### src/rtl/instr_fetch_unit.sv
// Sequential instruction-fetch front end: holds the PC and fetches over a req/ack handshake.
// It presents each word for one issue window, then picks the next PC from Branch/Jump/Zero.
module instr_fetch_unit #(
    parameter logic [31:0] RESET_PC = 32'h0000_0000
) (
    input  logic        clk,
    input  logic        reset,
    output logic        imem_req,
    output logic [31:0] imem_addr,
    input  logic        imem_ack,
    input  logic [31:0] imem_rdata,
    output logic [31:0] instr,
    output logic [5:0]  opcode,
    output logic        instr_valid,
    output logic [31:0] pc,
    output logic [31:0] pc_plus4,
    input  logic        Branch,
    input  logic        Jump,
    input  logic        Zero,
    input  logic        stall,
    output logic [31:0] retired
);

    typedef enum logic [1:0] {
        S_IDLE  = 2'd0,
        S_FETCH = 2'd1,
        S_ISSUE = 2'd2
    } state_t;

    state_t      r_state;
    logic [31:0] r_pc;
    logic [31:0] r_instr;
    logic        r_instr_valid;
    logic        r_imem_req;
    logic [31:0] r_retired;

    logic [31:0]        w_pc_plus4;
    logic signed [31:0] w_br_off;
    logic [31:0]        w_br_target;
    logic [31:0]        w_jmp_target;
    logic [31:0]        w_next_pc;

    function automatic logic [31:0] jump_target(input logic [31:0] pc4, input logic [31:0] ins);
        return {pc4[31:28], ins[25:0], 2'b00};
    endfunction

    assign w_pc_plus4   = r_pc + 32'd4;
    // Sign-extend the 16-bit offset first, then shift: offsets span +/-128 KiB.
    assign w_br_off     = {{14{r_instr[15]}}, r_instr[15:0], 2'b00};
    assign w_br_target  = w_pc_plus4 + unsigned'(w_br_off);
    assign w_jmp_target = jump_target(w_pc_plus4, r_instr);

    always_comb begin
        w_next_pc = w_pc_plus4;
        if (Jump) begin
            w_next_pc = w_jmp_target;
        end else if (Branch && Zero) begin
            w_next_pc = w_br_target;
        end
    end

    always_ff @(posedge clk) begin
        if (reset) begin
            r_state       <= S_IDLE;
            r_pc          <= RESET_PC;
            r_instr       <= 32'd0;
            r_instr_valid <= 1'b0;
            r_imem_req    <= 1'b0;
            r_retired     <= 32'd0;
        end else begin
            case (r_state)
                S_IDLE: begin
                    r_state    <= S_FETCH;
                    r_imem_req <= 1'b1;
                end
                S_FETCH: begin
                    if (imem_ack) begin
                        r_instr       <= imem_rdata;
                        r_state       <= S_ISSUE;
                        r_imem_req    <= 1'b0;
                        r_instr_valid <= 1'b1;
                    end
                end
                S_ISSUE: begin
                    // A stalled window freezes everything; acks here are ignored.
                    if (!stall) begin
                        r_pc          <= w_next_pc;
                        r_retired     <= r_retired + 32'd1;
                        r_state       <= S_FETCH;
                        r_imem_req    <= 1'b1;
                        r_instr_valid <= 1'b0;
                    end
                end
                default: begin
                    r_state       <= S_IDLE;
                    r_imem_req    <= 1'b0;
                    r_instr_valid <= 1'b0;
                end
            endcase
        end
    end

    assign imem_req    = r_imem_req;
    assign imem_addr   = r_pc;
    assign instr       = r_instr;
    assign opcode      = r_instr[31:26];
    assign instr_valid = r_instr_valid;
    assign pc          = r_pc;
    assign pc_plus4    = w_pc_plus4;
    assign retired     = r_retired;

endmodule

### config.mk
export PLATFORM = sky130hd
export DESIGN_NAME = instr_fetch_unit
export DESIGN_NICKNAME = d
export VERILOG_FILES = /design/src/rtl/instr_fetch_unit.sv
export SDC_FILE = /design/constraint.sdc
export NUM_CORES = 1
export LEC_CHECK = 0
export ABC_AREA = 0
export CAP_MARGIN = 20
export CORE_MARGIN = 3
export CORE_UTILIZATION = 44
export CTS_CLUSTER_SIZE = 16
export DETAILED_ROUTE_END_ITERATION = 16
export GPL_TIMING_DRIVEN = 0
export PLACE_DENSITY = 0.77
export SLEW_MARGIN = 20
export SYNTH_ARGS = -nofsm -noshare
export SYNTH_HDL_FRONTEND = slang
export SYNTH_SLANG_ARGS = --single-unit
### constraint.sdc
create_clock -name clk -period 3.65 [get_ports clk]
set_input_delay 0.73 -clock clk [delete_from_list [all_inputs] [get_ports clk]]
set_output_delay 0.73 -clock clk [all_outputs]
set_load 0.03 [all_outputs]
==> results.cfg <==
[pwr]
power_mw = 2.53
power_density_nw_per_um2 = 252
peakVddDrop_v = 0.000312
leakagePower_nw = 4.16

[cells_and_area]
layout_common_cells = 193 x clkdlybuf4s50_1, 147 x nand2_1, 87 x a21oi_1
n_antenna_cell = 0
n_fill_cell = 1273
final_nets = 1216
area_growth_pct = 47.3
final_common_cell = clkdlybuf4s50_1
fin_util_pct = 67.7
final_area_sq_um = 10100
layout-drive-gt1-share_pct = 16.4

[grt]
grt_start_max_net_pins = 28
grt_pass1_vias = 6868
grt_overflow = 0
groute.usage.overall_pct = 26.5
antenna_found_initial = 1
grt_pass1_wl_um = 35900

[die]
num_io_pins = 207
coreArea_sq_um = 14900
initial_core_util_pct = 46.0
dieArea_sq_um = 17100
rows = 44
die_h_um = 131
die_w_um = 131

[worst_setup_path]
worstPathArrival_ns = 4.12
worstSetupStartpointType = register
critPathMaxFanout = 4
crit_type = register to register
cp.required_ns = 3.95
cp-end-kind = register
rr_startpoint = imem_addr[14]$_SDFFE_PP0P_
startpoint = imem_addr[14]$_SDFFE_PP0P_

[drt]
vias = 7521
drt-initial-drc-count = 708
postRouteAntennaNets = 0
wire_per_inst_um = 17.6
routed_wl_um = 23400
dr.pass1.iters = 6
remaining_drc_errors = 0
viasPerCell = 5.66

[run]
cap_violations = 0

[timing]
slew_violations = 0
slew_headroom_pct = 47.5
max_freq_mhz = 262
hold_viol = 0
tightest_slew_ns = 0.787
post-route-period-util_pct = 105
setup_viol = 4
skew_ns = 0.0132
period_needed_ns = 3.82
rsz0062_at_grt = true
setup_slack_ns = -0.170

[logic_synthesis]
syn_area_sq_um = 6840
yosys_warnings = 0
ys_types = 82
syn_inst = 895
synth_ff_type = dfxtp_1
synth_top_cell_area_share_pct = 28.4
ys_seq_area_share_pct = 28.4
yosysTopAreaCell = dfxtp_1
ys_ff_latch = 97
ys_top_cells_by_area = dfxtp_1 28%, nand2_1 8.2%, ha_1 6.8%
avgSynthCellArea_sq_um = 7.64
async_flop_share_pct = 0
synth_edf_count = 0

[clock_tree]
cts_sinks = 97
cts_made_buffers = 9
clk_pin_slew_worst_paths_ns = 0.08
cts_buffer_depth = 2
cts_tree = done
root_buffer = clkbuf_16
insertion_delay_ns = 0.37
htreeDepth = 3

[placement]
preCtsSetupSlack_ns = -0.523
hpwl_um = 17300
port_buffers = 200
post_dp_cell_area_sq_um = 9310
gp_congestion = 0.933

[worst_hold_path]
hold_path.class = register to register
hold_start = instr[27]$_SDFFE_PP0P_

[run_status]
violations = negative setup slack
status = complete, but fails checks
[timing repair]
item,CTS,global route
endpoints found under the setup margin,19,19
hold buffers,0,0
gates resized for setup,31,31
setup buffers,15,18
pin swaps,19,16
[worst max-delay path, stage by stage (launching register included)]
cell and delay [ns]:
dfxtp_4 0.37, and4_4 0.25, nand4_4 0.17, or3_4 0.41, nor2_4 0.15, xor2_4 0.22
ha_4 0.23, a21oi_2 0.12, nor2_2 0.05, or4_4 0.43, a311oi_4 0.32, buf_4 0.17
o21bai_1 0.06, xor2_1 0.21, nand2_1 0.08, a311o_1 0.37, a21oi_1 0.12
[metal layers]
metal | track usage [%] | part of all wire, % | vias up
li1 | - | - | 3593
met1 | 36.8 | 44 | 3562
met2 | 41.9 | 46 | 327
met3 | 4.63 | 8.1 | 37
met4 | 8.47 | 2.4 | 2
met5 | 0 | 0.086 | -
[worst paths after layout]
path / cells after the start / to / slack (ns)
setup / recovery: 16 / imem_addr[23]$_SDFFE_PP0P_ / -0.17
setup reg to reg: 16 / imem_addr[23]$_SDFFE_PP0P_ / -0.17
hold / removal: 2 / instr[27]$_SDFFE_PP0P_ / 0.47
hold reg to reg: 2 / instr[27]$_SDFFE_PP0P_ / 0.47
[cell families after synthesis]
logic type               count (synthesis)  synth area share [%]
AND/OR/NAND/NOR                        364                  25.3
AO/OA/AOI/OAI                          218                  20.7
flip-flops                              97                  28.4
buffers and inverters                   97                  7.87
XOR/XNOR                                74                  9.59
adder cells (fa/ha/maj)                 38                  7.07
multiplexers                             6                 0.970
other                                    1                0.0549
[registers in the layout, indices dropped and copies added, names as in the netlist]
| signal | count |
|---|---|
| imem_addr | 30 |
| imem_req | 1 |
| instr | 32 |
| instr_valid | 1 |
| r_state | 1 |
| retired | 32 |
[synthesized netlist by cell type, types with 2 or more instances]
master,instances
buf_1,3
or3_1,4
o31ai_1,5
and4_1,9
nor4_1,2
a311o_1,3
o211a_1,2
xnor2_1,35
and3_1,20
a221o_2,2
inv_1,9
o21a_1,4
ha_1,37
o21ai_0,35
a311oi_1,4
o31a_1,2
nand2b_1,4
a21o_1,20
a22oi_1,3
a31oi_1,2
a21oi_4,2
buf_6,2
a221o_1,2
nor3_1,16
mux2i_1,4
dfxtp_1,97
o41ai_1,2
nand4_1,12
xor2_1,38
a21oi_1,89
nand3_1,34
nor2b_1,4
o21bai_1,4
clkbuf_1,40
nand2_1,150
o211ai_1,10
a211oi_1,7
and2_1,5
nor2_1,86
nand3b_1,3
buf_4,42
[final cells by class]
cell class / count / area [sq um] / area share (%)
flip-flops and latches: 97 / 2000 / 19.9
plain buffers: 83 / 485 / 4.82
multi-input cells: 706 / 4750 / 47.2
well taps: 184 / 230 / 2.29
inverters: 9 / 33.8 / 0.336
repair buffers: 233 / 2260 / 22.4
clock buffers: 9 / 225 / 2.24
clock inverters: 7 / 83.8 / 0.833
[metrics by stage]
step	hold WS [ns]	setup TNS, ns	instances
3_3_place_gp	0.458	-1.62	1284
5_1_grt	0.507	-1.63	1328
6_report	0.470	-0.584	1328
3_5_place_dp	0.462	-1.87	1284
4_1_cts	0.473	-0.762	1312
2_1_floorplan	0.490	-0.544	900
[power breakdown]
part | internal, mW | switching, mW | total, mW
clock | 0.493 | 0.505 | 0.998
combinational | 0.174 | 0.254 | 0.428
sequential | 1.07 | 0.0349 | 1.11
total | 1.74 | 0.794 | 2.53
(Power assumes the default switching activity.)
